**src/rtl/jk_bank_ctrl.sv**
```systemverilog
// Purpose : command sequencer driving the J/K inputs of an external JK flop bank, then verifying its Q.
// Latency : done pulses in the cycle after edge A+N+1 (A = accept edge, N = drive cycles; 0 for NOP/illegal).
// Backpres: cmd_ready is high only while idle; a held cmd_valid is taken in the cycle done is high.
module jk_bank_ctrl #(
   parameter int WIDTH = 4,
   parameter int CNT_W = 8
) (
   input  logic             clk,
   input  logic             rst,
   input  logic             cmd_valid,
   output logic             cmd_ready,
   input  logic [2:0]       cmd_op,
   input  logic [WIDTH-1:0] cmd_mask,
   input  logic [WIDTH-1:0] cmd_data,
   input  logic [CNT_W-1:0] cmd_steps,
   output logic [WIDTH-1:0] j,
   output logic [WIDTH-1:0] k,
   input  logic [WIDTH-1:0] q,
   output logic             done,
   output logic             err,
   output logic [WIDTH-1:0] q_snap
);

   localparam logic [2:0] OP_NOP    = 3'd0;
   localparam logic [2:0] OP_CLEAR  = 3'd1;
   localparam logic [2:0] OP_SET    = 3'd2;
   localparam logic [2:0] OP_TOGGLE = 3'd3;
   localparam logic [2:0] OP_LOAD   = 3'd4;
   localparam logic [2:0] OP_COUNT  = 3'd5;

   typedef enum logic [1:0] {
      S_IDLE  = 2'd0,
      S_DRIVE = 2'd1,
      S_CHECK = 2'd2
   } state_t;

   state_t           state;
   state_t           state_nxt;
   logic             accept;
   logic [2:0]       op_r;
   logic [WIDTH-1:0] mask_r;
   logic [WIDTH-1:0] data_r;
   logic [WIDTH-1:0] exp_r;
   logic             ill_r;
   logic [CNT_W-1:0] cnt_r;
   logic [CNT_W-1:0] n_cmd;
   logic [WIDTH-1:0] exp_cmd;
   logic             ill_cmd;
   logic [WIDTH-1:0] steps_w;
   logic             carry;

   // Ready is forced low while reset is asserted so nothing can be accepted during reset.
   assign cmd_ready = rst && (state == S_IDLE);
   assign accept    = cmd_valid && cmd_ready;
   // COUNT adds the step count modulo 2^WIDTH, so the count is resized to the bank width.
   assign steps_w   = WIDTH'(cmd_steps);

   // Decode the incoming command: drive length, expected final Q, illegal flag.
   always_comb begin
      n_cmd   = '0;
      exp_cmd = q;
      ill_cmd = 1'b0;
      case (cmd_op)
         OP_NOP: begin
            n_cmd   = '0;
            exp_cmd = q;
         end
         OP_CLEAR: begin
            n_cmd   = CNT_W'(1);
            exp_cmd = q & ~cmd_mask;
         end
         OP_SET: begin
            n_cmd   = CNT_W'(1);
            exp_cmd = q | cmd_mask;
         end
         OP_TOGGLE: begin
            n_cmd   = cmd_steps;
            exp_cmd = q ^ (cmd_mask & {WIDTH{cmd_steps[0]}});
         end
         OP_LOAD: begin
            n_cmd   = CNT_W'(1);
            exp_cmd = (q & ~cmd_mask) | (cmd_data & cmd_mask);
         end
         OP_COUNT: begin
            n_cmd   = cmd_steps;
            exp_cmd = q + steps_w;
         end
         default: ill_cmd = 1'b1;
      endcase
   end

   // State register.
   always_ff @(posedge clk or negedge rst) begin
      if (!rst) state <= S_IDLE;
      else      state <= state_nxt;
   end

   // Next-state: zero-length and illegal commands skip DRIVE.
   always_comb begin
      state_nxt = state;
      case (state)
         S_IDLE: begin
            if (accept) state_nxt = (n_cmd != '0) ? S_DRIVE : S_CHECK;
         end
         S_DRIVE: begin
            if (cnt_r == CNT_W'(1)) state_nxt = S_CHECK;
         end
         S_CHECK: state_nxt = S_IDLE;
         default: state_nxt = S_IDLE;
      endcase
   end

   // J/K drive: only in DRIVE; everywhere else the bank holds.
   always_comb begin
      j     = '0;
      k     = '0;
      carry = 1'b1;
      if (state == S_DRIVE) begin
         case (op_r)
            OP_CLEAR: k = mask_r;
            OP_SET:   j = mask_r;
            OP_TOGGLE: begin
               j = mask_r;
               k = mask_r;
            end
            OP_LOAD: begin
               j = mask_r & data_r;
               k = mask_r & ~data_r;
            end
            OP_COUNT: begin
               for (int i = 0; i < WIDTH; i++) begin
                  j[i]  = carry;
                  k[i]  = carry;
                  carry = carry & q[i];
               end
            end
            default: begin
               j = '0;
               k = '0;
            end
         endcase
      end
   end

   // Latch the accepted command together with the Q it must produce.
   always_ff @(posedge clk or negedge rst) begin
      if (!rst) begin
         op_r   <= OP_NOP;
         mask_r <= '0;
         data_r <= '0;
         exp_r  <= '0;
         ill_r  <= 1'b0;
      end else if (accept) begin
         op_r   <= cmd_op;
         mask_r <= cmd_mask;
         data_r <= cmd_data;
         exp_r  <= exp_cmd;
         ill_r  <= ill_cmd;
      end
   end

   // Drive-cycle down-counter.
   always_ff @(posedge clk or negedge rst) begin
      if (!rst)                   cnt_r <= '0;
      else if (accept)            cnt_r <= n_cmd;
      else if (state == S_DRIVE)  cnt_r <= cnt_r - CNT_W'(1);
   end

   // Completion: pulse done/err and snapshot Q on the edge leaving CHECK.
   always_ff @(posedge clk or negedge rst) begin
      if (!rst) begin
         done   <= 1'b0;
         err    <= 1'b0;
         q_snap <= '0;
      end else begin
         done <= (state == S_CHECK);
         err  <= (state == S_CHECK) && ((q != exp_r) || ill_r);
         if (state == S_CHECK) q_snap <= q;
      end
   end

endmodule

```
**config.mk**
```make
export PLATFORM = sky130hd
export DESIGN_NAME = jk_bank_ctrl
export DESIGN_NICKNAME = d
export VERILOG_FILES = /design/src/rtl/jk_bank_ctrl.sv
export SDC_FILE = /design/constraint.sdc
export NUM_CORES = 1
export LEC_CHECK = 0
export ABC_AREA = 0
export BUFFER_PORTS_ARGS = -buffer_cell sky130_fd_sc_hd__clkbuf_2
export CAP_MARGIN = 20
export CORE_MARGIN = 1
export CORE_UTILIZATION = 50
export DETAILED_ROUTE_END_ITERATION = 8
export GPL_ROUTABILITY_DRIVEN = 0
export MAX_ROUTING_LAYER = met4
export PLACE_DENSITY = 0.74
export SETUP_SLACK_MARGIN = 0.5
export SYNTH_ARGS = -nofsm -noshare
export SYNTH_HDL_FRONTEND = slang
export SYNTH_SLANG_ARGS = --single-unit
```
**constraint.sdc**
```tcl
create_clock -name clk -period 3.75 [get_ports clk]
set_input_delay 0.5625 -clock clk [delete_from_list [all_inputs] [get_ports clk]]
set_output_delay 0.5625 -clock clk [all_outputs]
set_load 0.03 [all_outputs]
```
==> impl_metrics.json, run 1 <==
{
  "synthCells": 266,
  "synth.yosys.seq_area_share_pct": 37.5,
  "required_ns": 3.19,
  "use_met1_pct": 36.7,
  "path_clk_slew_ns": 0.06,
  "cts-root-buf": "clkbuf_8",
  "drtAntennaViolNets": 0,
  "crit_type": "reg2out",
  "grt_max_degree": 29,
  "whs_ns": 0.126,
  "ir_drop_mv": 0.212,
  "fin_util_pct": 60.0,
  "yosys.area.top_type": "dfrtp_1",
  "core-area_um2": 4060,
  "h-tree-depth": 2,
  "drc": 0,
  "r2r-start": "state[0]$_DFFE_PN0P_",
  "startpoint_type": "flop",
  "num_io_pins": 41,
  "die_height_um": 67.4,
  "cts_tree": "built",
  "antenna_found_initial": 0,
  "worst_pin_slew_ns": 0.867,
  "postCtsHoldBufs": 0,
  "relSlewSlack_pct": 42.1,
  "hold_viol": 0,
  "routed_wl_um": 5080,
  "cts_resized": 0,
  "globalRouteTotalUtil_pct": 25.7,
  "total_power_w": 0.00160,
  "async_flop_share_pct": 100,
  "clockBufferDepth": 2,
  "top_usage_layer": "met1",
  "setup_tns_ns": 0,
  "fin_crit_ns": 2.60,
  "syn_area_um2": 2140,
  "worst-path-max-fanout": 12,
  "slew_viol_final": 0,
  "cp-end-kind": "output port",
  "synthFlopType": "dfrtp_1",
  "clk_latency_ns": 0.28,
  "dieArea_um2": 4540,
  "finalSetupViolCount": 0,
  "skew_ns": 0.00304,
  "post_cts.repair.setup_buffers": 0,
  "syn_to_final_growth_pct": 14.0,
  "leakage_nw": 1.15,
  "insertedDiodeCount": 0,
  "synth_cell_types": 50,
  "clock-sinks": 32,
  "die_width_um": 67.4,
  "nets": 330,
  "grt_use_met2_pct": 36.6,
  "cts_buffers": 5,
  "viasPerCell": 5.74,
  "max-cap-violations": 0,
  "portBuffers": 40,
  "yosysTopAreaCellShare_pct": 37.5,
  "syn_nets": 298,
  "drt_iter0_markers": 160,
  "hpwl_um": 3770,
  "placedCellCount": 341,
  "layout.cells.non_filler": 348,
  "ys_ff_latch": 32,
  "rows": 23,
  "status": "completed",
  "rsz0062_at_grt": "false",
  "start_util_pct": 52.6,
  "drive_gt1_share_pct": 18.5,
  "yosysMostFrequentCell": "nand2_1",
  "synth-edff-count": 0,
  "grt_pass1_wl_um": 8400,
  "cp_slowest_stage_delay_ns": 0.72,
  "r2r_end": "cnt_r[4]$_DFFE_PN0P_",
  "crit_path_end": "k[2]",
  "wl_per_cell_um": 14.6,
  "grt_pass1_vias": 1804,
  "worstPathCellList": "nor2b_1 -> o21ai_1 -> a21oi_1 -> clkbuf_2",
  "ys_top_cells_by_count": "nand2_1 (47), dfrtp_1 (32), a21oi_1 (29), nor2_1 (22), o21ai_1 (16)",
  "met3_usage_pct": 4.05,
  "crit_arrival_ns": 2.03,
  "multi_input_area_um2": 1230,
  "r2r_slack_ns": 1.89,
  "startpoint": "state[0]$_DFFE_PN0P_",
  "clock.fmax_ghz": 0.385,
  "finalCritPeriodShare_pct": 69.3,
  "vias": 1997,
  "fillers": 365,
  "register_area_um2": 801,
  "crit_slowest_cell": "nor2b_1",
  "p_per_area_nw_per_um2": 658,
  "rr_worst_depth": 5,
  "grt_overflow_total": 0,
  "yosys-top-cells-area": "dfrtp_1 (37%), nand2_1 (8.3%), a21oi_1 (6.8%), nor2_1 (3.9%), o21ai_1 (3.7%)",
  "yosys_warnings": 0,
  "avgSynthCellArea_um2": 8.03,
  "worstHoldPathType": "in2async",
  "drt_first_pass_iters": 4
}
sequential cells by signal (all words and copies together), names as in the netlist, 2 cells and up:
name    count
state       2
op_r        3
mask_r      4
q_snap      4
cnt_r       8
data_r      4
exp_r       4
critical path: cells and delay by family, from the launching register on:
family                 cells  cell delay (ns)
buffers and inverters      1             0.22
AOI/OAI and AO/OA          2             0.39
and+or+nand+nor            1             0.72
DFF                        1             0.42
worst min path at each step:
stage,startpoint,to,depth (start not counted)
after detailed placement,rst,cnt_r[5]$_DFFE_PN0P_,1
after CTS,rst,cnt_r[3]$_DFFE_PN0P_,1
final,rst,cnt_r[3]$_DFFE_PN0P_,1
after floorplan,rst,cnt_r[0]$_DFFE_PN0P_,0
after global routing,rst,cnt_r[3]$_DFFE_PN0P_,1
after global placement,rst,cnt_r[6]$_DFFE_PN0P_,1
layer usage:
layer  up-vias  wire length [um]
li1        994                 -
met1       931              2490
met2        65              2250
met3         7               274
met4         0                70
met5         -                 0
metrics by stage:
stage               cell area (um2)  worst slack (ns)
global placement               2340              1.48
finish                         2430              1.15
CTS                            2430              1.19
floorplan                      2140              1.72
detailed placement             2340              1.44
global route                   2430              1.04
final cells by class:
cell class,instances,area share [%]
Tap cell,50,2.57
Inverter,7,1.08
Sequential cell,32,32.9
Clock buffer,7,3.96
Multi-Input combinational cell,210,50.7
Timing Repair Buffer,42,8.84
cells by family after synthesis:
| family | Yosys count | synth area share (%) |
|---|---|---|
| muxes | 4 | 2.05 |
| adders and majority gates | 6 | 3.87 |
| and+or+nand+nor | 113 | 25.7 |
| DFF | 32 | 37.5 |
| xor gates and xnor gates | 9 | 3.69 |
| buffers and inverters | 24 | 5.04 |
| AOI/OAI and AO/OA | 78 | 22.1 |
where the power goes:
group | total [W] | internal (W) | switching, W
Sequential | 0.000633 | 0.000493 | 0.000141
Clock | 0.000282 | 0.000163 | 0.000118
Combinational | 0.000688 | 0.000261 | 0.000427
Total | 0.00160 | 0.000917 | 0.000686
cells in the final DEF (no fill, tap or decap), drive strengths merged, types with 3 or more instances in the layout:
master  netlist  final
nor2         22     22
o21ai        23     23
clkbuf        5     47
a211oi        3      3
nor3          7      7
mux2          3      3
nand3b        3      3
a21oi        29     29
nor2b         8      8
nand4         3      3
a21o          4      4
nand2b        5      5
nand2        48     48
xor2          7      7
nand3         6      6
inv           7      7
dfrtp        32     32
ha            5      5
Note: power is estimated with default switching activity, not from simulation.
==> run 2: changes to the inputs <==
Clock period 3.75 ns to 2.62 ns, I/O delays scaled along.
==> run 2 against run 1 <==
Effect of this change: cell area is 2.2% higher; sequential share of layout area is 0.64 points lower; clock power is 34% higher; via count is 2.4% higher; first-iteration DRC count is 34% higher; non-clock buffer count is 5 higher; sequential cell count stayed put; core utilization is 1.3 points higher; critical endpoint is now k[3]; largest cell class unchanged; highest routed layer unchanged.
==> impl_metrics.json, run 2 (synthesis results as in run 1) <==
{
  "regMostFlops": "cnt_r",
  "hold_viol": 0,
  "clk_latency_ns": 0.29,
  "fin_crit_ns": 2.01,
  "path_clk_slew_ns": 0.07,
  "skew_ns": 0.00590,
  "grt_max_degree": 26,
  "status": "completed",
  "crit_type": "reg2out",
  "whs_endpoint": "data_r[1]$_DFFE_PN0P_",
  "worst-path-max-fanout": 5,
  "slew_viol_final": 0,
  "wl_per_cell_um": 14.6,
  "r2r-start": "state[1]$_DFFE_PN0P_",
  "fillers": 372,
  "routed_wl_um": 5170,
  "worstHoldPathType": "in2reg",
  "seq_power_share_pct": 39.1,
  "layout.cells.non_filler": 354,
  "crit_slowest_cell": "dfrtp_1",
  "relSlewSlack_pct": 63.9,
  "whs_ns": 0.317,
  "grt_pass1_wl_um": 8070,
  "rsz0062_at_grt": "true",
  "dieArea_um2": 4540,
  "pwr-share-clk_pct": 16.2,
  "mostFrequentLayoutCell": "nand2_1",
  "drc": 0,
  "cts_buffers": 5,
  "nets": 335,
  "viasPerCell": 5.77,
  "crit_arrival_ns": 1.61,
  "antenna_found_initial": 0,
  "clock-sinks": 32,
  "r2r_slack_ns": 1.02,
  "p_per_area_nw_per_um2": 941,
  "p_sw_w": 0.00103,
  "die_height_um": 67.4,
  "cp-end-kind": "output port",
  "drt_iter0_markers": 214,
  "vias": 2044,
  "p_sw_share_pct": 44.0,
  "worstPathCellList": "nor2b_4 -> nand4_1 -> inv_1 -> nand2_1 -> a21oi_1 -> clkbuf_2",
  "clock.fmax_ghz": 0.499,
  "min-delay-start": "cmd_data[1]",
  "start_util_pct": 52.6,
  "max-cap-violations": 0,
  "whs_path_depth": 3,
  "r2r_end": "cnt_r[7]$_DFFE_PN0P_",
  "leakage_nw": 1.18,
  "rows": 23,
  "finalSetupViolCount": 0,
  "register_area_um2": 802,
  "cp_slowest_stage_delay_ns": 0.44,
  "grt_overflow_total": 0,
  "p_int_w": 0.00131,
  "drt_first_pass_iters": 5,
  "cts-root-buf": "clkbuf_8",
  "required_ns": 2.23,
  "drtAntennaViolNets": 0,
  "multi_input_area_um2": 1250,
  "drive_gt1_share_pct": 21.4,
  "setup_tns_ns": 0,
  "final_cell_mix": "nand2_1 (47), clkbuf_2 (37), dfrtp_1 (31)",
  "core-area_um2": 4060,
  "rr_worst_depth": 4,
  "insertedDiodeCount": 0,
  "grt_pass1_vias": 1609,
  "placedCellCount": 343,
  "critPathBufInv": 2,
  "globalRouteTotalUtil_pct": 25.3,
  "ir_drop_mv": 0.283,
  "worst_pin_slew_ns": 0.528,
  "largest_reg_flops": 8,
  "h-tree-depth": 2,
  "die_width_um": 67.4,
  "portBuffers": 40,
  "syn_to_final_growth_pct": 16.5,
  "cp_top_family": "flip-flops",
  "startpoint_type": "flop",
  "finalCritPeriodShare_pct": 76.6,
  "hpwl_um": 3730,
  "num_io_pins": 41,
  "clockBufferDepth": 2,
  "combPwrFrac_pct": 44.7,
  "cts_tree": "built"
}
run 2: cell count changes in the layout (fill, tap and decap cells not counted), sizes merged:
cell         delta
clkinv          +3
dlygate4sd3     +1
buf             +6
clkbuf          -4
run 2: worst min-delay path, cell delays in order:
cell and delay (ns):
clkbuf_2 0.09, nand2_1 0.04, nand2_1 0.04
run 2: layout make-up:
type	count	area share, %
well taps	50	2.52
multi-input cells	210	50.2
clock buffers	5	2.77
flip-flops and latches	32	32.2
clock inverters	3	0.755
repair buffers	47	10.5
inverters	7	1.06
run 2: repair_timing:
| item | in CTS | in global routing |
|---|---|---|
| hold buffers | 1 | 0 |
| resized for setup | 0 | 12 |
| buffers inserted | 0 | 2 |
| setup endpoints to repair | 0 | 8 |
| endpoints found under the hold margin | 7 | 0 |
run 2: worst max path at each step:
stage                     cells past startpoint                   end           startpoint  slack [ns]
after CTS                                     4                  k[2]  op_r[0]$_DFFE_PN0P_        0.52
after floorplan                               4                  k[2]  op_r[0]$_DFFE_PN0P_        0.76
after global routing                          5                  k[2]  op_r[1]$_DFFE_PN0P_        0.49
after global placement                        8  exp_r[2]$_DFFE_PN0P_                 q[0]        0.53
final                                         6                  k[3]  op_r[2]$_DFFE_PN0P_        0.61
after detailed placement                      8  exp_r[2]$_DFFE_PN0P_                 q[0]        0.49
run 2: per-layer routing:
metal / vias to the layer above / track usage (%) / routed length [um] / share of wire, %
met5: - / - / 0 / 0
met4: 0 / 9.84 / 117 / 2.3
met3: 10 / 5.24 / 386 / 7.5
met2: 92 / 30.4 / 2100 / 41
met1: 934 / 39.6 / 2570 / 50
li1: 1008 / - / - / -
run 2: metrics by stage:
stage               power [W]  utilization, %  worst slack (ns)  area, um2
floorplan             0.00162               -             0.760       2140
global placement      0.00188            58.0             0.533       2350
detailed placement    0.00190            58.0             0.491       2350
CTS                   0.00229            60.4             0.518       2450
global route          0.00251            61.3             0.489       2490
finish                0.00234            61.3             0.614       2490
run 2: power by group through the flow:
| stage | Sequential, W | Clock, W | Combinational [W] |
|---|---|---|---|
| floorplan | 0.000911 | 0 | 0.000714 |
| global placement | 0.000905 | 0 | 0.000976 |
| detailed placement | 0.000913 | 0 | 0.000987 |
| CTS | 0.000906 | 0.000389 | 0.000996 |
| global route | 0.000947 | 0.000414 | 0.00115 |
| finish | 0.000916 | 0.000379 | 0.00104 |
